$ cat src/rtl/piso_tx_param_pkg.sv
// ---------------------------------------------------------------------------
// piso_tx_param_pkg
// Shared definitions for the parameterised serial transmitter:
//   - legal DATA_W range and width of the data_length field
//   - parity_type encodings
//   - transmitter FSM state encoding
//   - helpers for length clamping and parity generation
// ---------------------------------------------------------------------------
package piso_tx_param_pkg;

    // Legal range for the DATA_W parameter (and for data_length at run time).
    localparam int DATA_W_MIN = 5;
    localparam int DATA_W_MAX = 9;

    // Width of the data_length field carried with every buffered word.
    localparam int LEN_W = 4;

    // parity_type encodings; 11 behaves like 00.
    typedef enum logic [1:0] {
        PAR_NONE     = 2'b00,
        PAR_ODD      = 2'b01,
        PAR_EVEN     = 2'b10,
        PAR_NONE_ALT = 2'b11
    } parity_t;

    // Transmitter FSM states.
    typedef enum logic [2:0] {
        IDLE   = 3'd0,
        START  = 3'd1,
        DATA   = 3'd2,
        PARITY = 3'd3,
        STOP   = 3'd4
    } tx_state_t;

    // A requested length outside DATA_W_MIN..data_w falls back to data_w.
    function automatic logic [LEN_W-1:0] eff_len(input logic [LEN_W-1:0] len,
                                                 input int                data_w);
        if (int'(len) < DATA_W_MIN || int'(len) > data_w) begin
            return LEN_W'(data_w);
        end
        return len;
    endfunction

    // True for the two modes that insert a parity bit.
    function automatic logic parity_enabled(input parity_t mode);
        return (mode == PAR_ODD) || (mode == PAR_EVEN);
    endfunction

    // Parity over the low 'len' bits only; 0 when the frame carries no parity.
    function automatic logic calc_parity(input logic [DATA_W_MAX-1:0] data,
                                         input logic [LEN_W-1:0]      len,
                                         input parity_t               mode);
        logic x;
        x = 1'b0;
        for (int i = 0; i < DATA_W_MAX; i++) begin
            if (i < int'(len)) begin
                x = x ^ data[i];
            end
        end
        case (mode)
            PAR_ODD:  return ~x;
            PAR_EVEN: return x;
            default:  return 1'b0;
        endcase
    endfunction

endpackage

$ cat src/rtl/piso_tx_param_tx_fifo.sv
// ---------------------------------------------------------------------------
// tx_fifo
// Small first-word-fall-through holding buffer for the transmitter. The head
// word is visible on o_data whenever o_empty is low, so the FSM can pop and
// load it on the same edge.
//
// Ports:
//   i_clk    clock
//   i_rst_n  asynchronous active-low reset (clears pointers and count)
//   i_push   write request; ignored while full
//   i_data   word to write
//   i_pop    read request; ignored while empty
//   o_data   head word
//   o_full   count == DEPTH
//   o_empty  count == 0
//   o_count  number of buffered words
// ---------------------------------------------------------------------------
module tx_fifo #(
    parameter int WIDTH = 15,
    parameter int DEPTH = 4
) (
    input  logic                     i_clk,
    input  logic                     i_rst_n,
    input  logic                     i_push,
    input  logic [WIDTH-1:0]         i_data,
    input  logic                     i_pop,
    output logic [WIDTH-1:0]         o_data,
    output logic                     o_full,
    output logic                     o_empty,
    output logic [$clog2(DEPTH):0]   o_count
);

    localparam int AW = $clog2(DEPTH);
    localparam int CW = AW + 1;

    logic [AW-1:0]    r_wr_ptr;
    logic [AW-1:0]    r_rd_ptr;
    logic [CW-1:0]    r_count;
    logic [WIDTH-1:0] w_mem [DEPTH];
    logic             w_full;
    logic             w_empty;
    logic             w_do_push;
    logic             w_do_pop;

    assign w_full    = (r_count == CW'(DEPTH));
    assign w_empty   = (r_count == '0);
    // A push while full is dropped; a push and pop on the same edge while
    // full is also dropped since ready was low when the push was presented.
    assign w_do_push = i_push && !w_full;
    assign w_do_pop  = i_pop && !w_empty;

    // Storage: one register per entry, written when the write pointer selects it.
    genvar gi;
    generate
        for (gi = 0; gi < DEPTH; gi++) begin : g_entry
            logic [WIDTH-1:0] r_word;
            always_ff @(posedge i_clk) begin
                if (w_do_push && (r_wr_ptr == AW'(gi))) begin
                    r_word <= i_data;
                end
            end
            assign w_mem[gi] = r_word;
        end
    endgenerate

    // Pointers wrap naturally because DEPTH is a power of two.
    always_ff @(posedge i_clk or negedge i_rst_n) begin
        if (!i_rst_n) begin
            r_wr_ptr <= '0;
            r_rd_ptr <= '0;
            r_count  <= '0;
        end else begin
            if (w_do_push) begin
                r_wr_ptr <= r_wr_ptr + AW'(1);
            end
            if (w_do_pop) begin
                r_rd_ptr <= r_rd_ptr + AW'(1);
            end
            case ({w_do_push, w_do_pop})
                2'b10:   r_count <= r_count + CW'(1);
                2'b01:   r_count <= r_count - CW'(1);
                default: r_count <= r_count;
            endcase
        end
    end

    assign o_data  = w_mem[r_rd_ptr];
    assign o_full  = w_full;
    assign o_empty = w_empty;
    assign o_count = r_count;

endmodule

$ cat src/rtl/piso_tx_param.sv
// ---------------------------------------------------------------------------
// piso_tx_param
// Parallel-in / serial-out frame transmitter with a small holding buffer.
// Each accepted word carries its own frame format (length, parity, stop bits)
// captured at the moment of acceptance. Frames are sent as
//   start(0) | data bits LSB first | optional parity | 1 or 2 stop(1)
// and back-to-back frames follow each other with no idle bit.
//
// Ports:
//   BaudOut       bit clock, one serial bit per rising edge
//   rst           asynchronous active-low reset
//   send          write strobe, accepted when ready=1
//   data_in       data word, bit 0 sent first
//   data_length   data bits per frame (5..DATA_W, anything else -> DATA_W)
//   parity_type   00 none, 01 odd, 10 even, 11 none
//   stop_bits     0 one stop bit, 1 two stop bits
//   ready         buffer not full
//   data_out      serial line, idle high
//   p_parity_out  parity of the frame in flight (0 when no parity)
//   tx_active     frame in progress
//   tx_done       one-cycle pulse after each frame's last stop bit
//   fifo_count    words buffered
// ---------------------------------------------------------------------------
module piso_tx_param #(
    parameter int DATA_W     = 8,
    parameter int FIFO_DEPTH = 4
) (
    input  logic                          BaudOut,
    input  logic                          rst,
    input  logic                          send,
    input  logic [DATA_W-1:0]             data_in,
    input  logic [3:0]                    data_length,
    input  logic [1:0]                    parity_type,
    input  logic                          stop_bits,
    output logic                          ready,
    output logic                          data_out,
    output logic                          p_parity_out,
    output logic                          tx_active,
    output logic                          tx_done,
    output logic [$clog2(FIFO_DEPTH):0]   fifo_count
);

    import piso_tx_param_pkg::*;

    // Buffered word layout: {stop_bits, parity_type, effective length, data}
    localparam int LEN_LSB  = DATA_W;
    localparam int PAR_LSB  = DATA_W + LEN_W;
    localparam int STOP_BIT = DATA_W + LEN_W + 2;
    localparam int WORD_W   = DATA_W + LEN_W + 3;

    // ---------------------------------------------------------------------
    // Holding buffer
    // ---------------------------------------------------------------------
    logic [WORD_W-1:0] w_push_word;
    logic [WORD_W-1:0] w_head_word;
    logic              w_fifo_full;
    logic              w_fifo_empty;
    logic              w_pop;

    // Length is clamped once at acceptance so the FSM only sees legal values.
    assign w_push_word = {stop_bits, parity_type,
                          eff_len(data_length, DATA_W), data_in};

    tx_fifo #(
        .WIDTH (WORD_W),
        .DEPTH (FIFO_DEPTH)
    ) u_tx_fifo (
        .i_clk   (BaudOut),
        .i_rst_n (rst),
        .i_push  (send),
        .i_data  (w_push_word),
        .i_pop   (w_pop),
        .o_data  (w_head_word),
        .o_full  (w_fifo_full),
        .o_empty (w_fifo_empty),
        .o_count (fifo_count)
    );

    assign ready = !w_fifo_full;

    // ---------------------------------------------------------------------
    // Head word decode
    // ---------------------------------------------------------------------
    logic [DATA_W-1:0]     w_head_data;
    logic [DATA_W_MAX-1:0] w_head_data_ext;
    logic [LEN_W-1:0]      w_head_len;
    parity_t               w_head_mode;
    logic                  w_head_stop2;
    logic                  w_head_parity;

    assign w_head_data  = w_head_word[DATA_W-1:0];
    assign w_head_len   = w_head_word[LEN_LSB +: LEN_W];
    assign w_head_mode  = parity_t'(w_head_word[PAR_LSB +: 2]);
    assign w_head_stop2 = w_head_word[STOP_BIT];

    always_comb begin
        w_head_data_ext              = '0;
        w_head_data_ext[DATA_W-1:0]  = w_head_data;
    end

    assign w_head_parity = calc_parity(w_head_data_ext, w_head_len, w_head_mode);

    // ---------------------------------------------------------------------
    // Transmit FSM
    // ---------------------------------------------------------------------
    tx_state_t         r_state;
    logic [DATA_W-1:0] r_shift;
    logic [LEN_W-1:0]  r_len;
    logic [LEN_W-1:0]  r_bit_cnt;     // data bits already placed on the line
    logic              r_par_en;
    logic              r_parity;
    logic              r_stop2;
    logic              r_stop_cnt;    // 0 during first stop bit, 1 during second
    logic              r_data_out;
    logic              r_tx_active;
    logic              r_tx_done;
    logic              w_last_stop;

    assign w_last_stop = (r_state == STOP) && (r_stop_cnt == r_stop2);

    // The head word is taken either from idle or straight out of the last
    // stop bit, which is what gives gap-free back-to-back frames.
    assign w_pop = !w_fifo_empty && ((r_state == IDLE) || w_last_stop);

    always_ff @(posedge BaudOut or negedge rst) begin
        if (!rst) begin
            r_state     <= IDLE;
            r_shift     <= '0;
            r_len       <= '0;
            r_bit_cnt   <= '0;
            r_par_en    <= 1'b0;
            r_parity    <= 1'b0;
            r_stop2     <= 1'b0;
            r_stop_cnt  <= 1'b0;
            r_data_out  <= 1'b1;
            r_tx_active <= 1'b0;
            r_tx_done   <= 1'b0;
        end else begin
            r_tx_done <= 1'b0;

            case (r_state)
                IDLE: begin
                    r_data_out  <= 1'b1;
                    r_tx_active <= 1'b0;
                end

                START: begin
                    r_state    <= DATA;
                    r_data_out <= r_shift[0];
                    r_shift    <= r_shift >> 1;
                    r_bit_cnt  <= LEN_W'(1);
                end

                DATA: begin
                    if (r_bit_cnt == r_len) begin
                        if (r_par_en) begin
                            r_state    <= PARITY;
                            r_data_out <= r_parity;
                        end else begin
                            r_state    <= STOP;
                            r_data_out <= 1'b1;
                            r_stop_cnt <= 1'b0;
                        end
                    end else begin
                        r_data_out <= r_shift[0];
                        r_shift    <= r_shift >> 1;
                        r_bit_cnt  <= r_bit_cnt + LEN_W'(1);
                    end
                end

                PARITY: begin
                    r_state    <= STOP;
                    r_data_out <= 1'b1;
                    r_stop_cnt <= 1'b0;
                end

                STOP: begin
                    if (w_last_stop) begin
                        // Frame complete; a pending word overrides this below.
                        r_tx_done   <= 1'b1;
                        r_state     <= IDLE;
                        r_data_out  <= 1'b1;
                        r_tx_active <= 1'b0;
                    end else begin
                        r_stop_cnt <= 1'b1;
                    end
                end

                default: begin
                    r_state     <= IDLE;
                    r_data_out  <= 1'b1;
                    r_tx_active <= 1'b0;
                end
            endcase

            // Loading the head word takes precedence over the idle/stop
            // defaults above; the frame's parity is latched here and held
            // until the next load.
            if (w_pop) begin
                r_state     <= START;
                r_data_out  <= 1'b0;
                r_tx_active <= 1'b1;
                r_shift     <= w_head_data;
                r_len       <= w_head_len;
                r_par_en    <= parity_enabled(w_head_mode);
                r_parity    <= w_head_parity;
                r_stop2     <= w_head_stop2;
            end
        end
    end

    assign data_out     = r_data_out;
    assign p_parity_out = r_parity;
    assign tx_active    = r_tx_active;
    assign tx_done      = r_tx_done;

endmodule

$ cat config.mk
export PLATFORM = sky130hd
export DESIGN_NAME = piso_tx_param
export DESIGN_NICKNAME = d
export VERILOG_FILES = /design/src/rtl/piso_tx_param_pkg.sv /design/src/rtl/piso_tx_param_tx_fifo.sv /design/src/rtl/piso_tx_param.sv
export SDC_FILE = /design/constraint.sdc
export NUM_CORES = 1
export LEC_CHECK = 0
export CAP_MARGIN = 20
export CORE_MARGIN = 1
export CORE_UTILIZATION = 53
export DETAILED_ROUTE_END_ITERATION = 8
export HOLD_SLACK_MARGIN = 0.15
export PLACE_DENSITY = 0.76
export SYNTH_ARGS = -nofsm -noshare
export SYNTH_HDL_FRONTEND = slang
export SYNTH_SLANG_ARGS = --single-unit
export TNS_END_PERCENT = 20
$ cat constraint.sdc
create_clock -name BaudOut -period 2.9 [get_ports BaudOut]
set_clock_uncertainty 0.1 [all_clocks]
set_input_delay 0.725 -clock BaudOut [delete_from_list [all_inputs] [get_ports BaudOut]]
set_output_delay 0.725 -clock BaudOut [all_outputs]
set_load 0.02 [all_outputs]
==> metrics.md <==
| Metric | Value |
|---|---|
| Min Tclk post-route | about 2.7 ns |
| Tot Pwr | 5060 uW |
| GRT Util Overall | 0.184 |
| GR Overflow Total | 0 |
| WL/cell | 16.1 um |
| CTS tree | done |
| CP Launch Type | register |
| Maxcap violations | 0 |
| Sw Share | 0.351 |
| Area growth syn-to-layout | 14.8% |
| Final core utilization | 0.629 |
| Sequential Power Share | 0.412 |
| Number of global-route vias before repair | a little over 2000 |
| Crit path from | u_tx_fifo.r_rd_ptr[0] |
| # IOs | 26 |
| Ys Warns | 0 |
| Syn Inst Count | 256 |
| Logic pwr share | 0.443 |
| Die span in x | 88.6 um |
| Synth Net Count | 283 |
| Final wirelength | 6380 um |
| Routed Antenna Nets | 0 |
| Worst Setup EP | p_parity_out |
| Crit path required time | approximately 3.0 ns |
| Placer Congestion | 0.784 |
| Worst R2R Path Depth | 7 |
| Via Count | 2157 |
| Setup TNS | 0 ns |
| Reg2Reg Launch Point | u_tx_fifo.r_rd_ptr[0] |
| Register area share after synthesis | 0.661 |
| RSZ-0062 raised after global routing | false |
| Vias per Instance | approximately 5.4 |
| Initial DRC Count | 152 |
| Peak VDD IR | ~0.00049 V |
| Placed insts | roughly 380 |
| Yosys cell types | 39 |
| CTS sink cnt | 93 |
| First-pass GRT wire length | between 10000 and 15000 um |
| Finished Layout Cells | ~400 |
| Leakage | around 0.0017 uW |
| Die area | 7850 sq um |
| # rows | 31 |
| Initial Util | 0.548 |
| Net switching power | between 1500 and 2000 uW |
| Maximum buffer depth of the clock tree | 2 |
| Fillers | 554 |
| Reg clk slew, reported paths | around 0.090 ns |
| Pre-antenna DRT Iters | 4 |
| IO buf count | 25 |
| Most frequent cells in the layout | 60 x edfxtp_1, 31 x dfrtp_1, 25 x clkdlybuf4s50_1, 18 x nand2_1, 15 x o21ai_0 |
| Root Buffer | clkbuf_8 |
| Leading cell type in the layout, fill and taps excluded | edfxtp_1 |
| Core Box Area | approximately 7300 sq um |
| Least-Margin Pin Slew | 0.469 ns |
| Dpl hpwl | approximately 4300 um |
| PwrDens | ~1100 nW/um^2 |
| Layout cell share with drive strength beyond 1 | 0.168 |
| FMAX | roughly 370 MHz |
| Mapped Area | roughly 4000 sq um |
| Tightest Hold Check Type | reg -> reg |
| Clk network pwr share | 0.145 |
| Slew headroom | 0.684 |
| EDFF count, synth | 60 |
| Final Setup Violations | 0 |
| Max FO, Critical Path | 6 |
| Overall die height | around 89 um |
| Kind of critical path | reg -> reg |
| Num CTS Buffers | 9 |
| Final Cycle Share | 0.928 |
| Antenna diode count | 0 |
| Design internal power | 3280 uW |
| Async S/R FF share, synth | 0.355 |
| Worst R2R Setup Slack | between 0.2 and 0.25 ns |
| Crit path DAT | around 2.8 ns |
| Largest net degree at the start of global routing | 34 |
| Post-CTS Hold Buffers | 0 |
| Post-place setup slack | between 0.07 and 0.08 ns |
| Layout Nets | roughly 320 |
| H-tree depth | 3 |
| Final Worst Setup Slack | between 0.2 and 0.25 ns |
| Status | complete, no violations |
| Worst-Skew Late Latency | roughly 0.36 ns |
| Initial antenna violation count | 0 |
| Endpoint type of the worst setup path | register |
| DRC | 0 |
| Main synth FF type | edfxtp_1 |
| Mean area per synthesized cell | between 15 and 20 sq um |
| Max Slew Vio Count | 0 |
| Yosys reg bits | 93 |
| RR Endpoint | p_parity_out |
| Hold Fails Final Rpt | 0 |
[state kept, by name, summed over array words and instances (netlist names), 2 cells and up]
name and cells:
u_tx_fifo.o_count 3, r_len 4, r_shift 8, u_tx_fifo.r_wr_ptr 2, u_tx_fifo.r_rd_ptr 2, r_state 3, r_bit_cnt 4, u_tx_fifo.g_entry.r_word 60
[final cells by class]
cell class | count | area [sq um] | area share
Sequential cell | 93 | 2630 | 0.576
Multi-Input combinational cell | 144 | 1270 | 0.279
Timing Repair Buffer | 36 | 337 | 0.0737
Clock buffer | 9 | 124 | 0.0271
Tap cell | 99 | 124 | 0.0271
Clock inverter | 6 | 41.3 | 0.00904
Inverter | 10 | 37.5 | 0.00822
[cell families (layout without fill, tap and decap cells)]
logic type | after synthesis | in the layout | share of synthesized area
AND/OR/NAND/NOR | 54 | 54 | 0.0645
AO/OA/AOI/OAI | 32 | 32 | 0.0500
adder cells (fa/ha/maj) | 10 | 10 | 0.0330
multiplexers | 31 | 31 | 0.130
flip-flops | 93 | 93 | 0.661
XOR/XNOR | 17 | 17 | 0.0409
buffers and inverters | 19 | 61 | 0.0205
[worst min-delay path by stage]
| stage | end | slack, ns | depth (start not counted) | start |
|---|---|---|---|---|
| finish | tx_active | 0.40 | 1 | tx_active |
| CTS | tx_active | 0.40 | 1 | tx_active |
| global placement | tx_active | 0.37 | 1 | tx_active |
| floorplan | p_parity_out | 0.33 | 0 | rst |
| global route | tx_active | 0.41 | 1 | tx_active |
| detailed placement | tx_active | 0.37 | 1 | tx_active |
[metrics by stage]
step | cell area [sq um] | hold slack [ns]
2_1_floorplan | 3980 | 0.329
3_3_place_gp | 4400 | 0.366
3_5_place_dp | 4400 | 0.373
4_1_cts | 4560 | 0.399
5_1_grt | 4570 | 0.410
6_report | 4570 | 0.399
[power groups by stage]
stage / Clock, uW / Combinational, uW / Sequential (uW)
finish: 734 / 2240 / 2090
detailed placement: 0 / 2250 / 2120
floorplan: 0 / 1710 / 2060
global placement: 0 / 2220 / 2090
CTS: 755 / 2260 / 2090
global route: 814 / 2490 / 2130
[worst max-delay path, stage by stage (launching register included)]
cell and delay, ns:
dfrtp_2 0.48, mux4_2 0.58, or2_1 0.27, maj3_2 0.32, o221ai_2 0.15, xnor3_1 0.43, mux2i_1 0.16, a21oi_1 0.08
[cells in the mapped netlist, types with 8 or more instances]
cell type | number | area, sq um
xnor2_1 | 10 | 87.6
a21oi_1 | 8 | 40.0
mux2i_1 | 10 | 100
inv_1 | 10 | 37.5
dfrtp_1 | 32 | 801
o21ai_0 | 15 | 75.1
edfxtp_1 | 60 | 1800
ha_1 | 8 | 100
nor2_1 | 11 | 41.3
mux4_2 | 12 | 270
nand2_1 | 18 | 67.6
[per-layer routing]
| layer | track usage | wire length [um] | vias to the layer above |
|---|---|---|---|
| met3 | 0.0541 | 228 | 11 |
| met4 | 0.0777 | 99 | 0 |
| li1 | - | - | 1028 |
| met5 | 0 | 0 | - |
| met2 | 0.269 | 3020 | 39 |
| met1 | 0.260 | 3030 | 1079 |
[timing repair]
action                                  4_1_cts  5_1_grt
gates resized for setup                       0        2
buffers inserted                              0        0
endpoints found under the setup margin        0        1
Note: power is estimated with default switching activity, not from simulation.
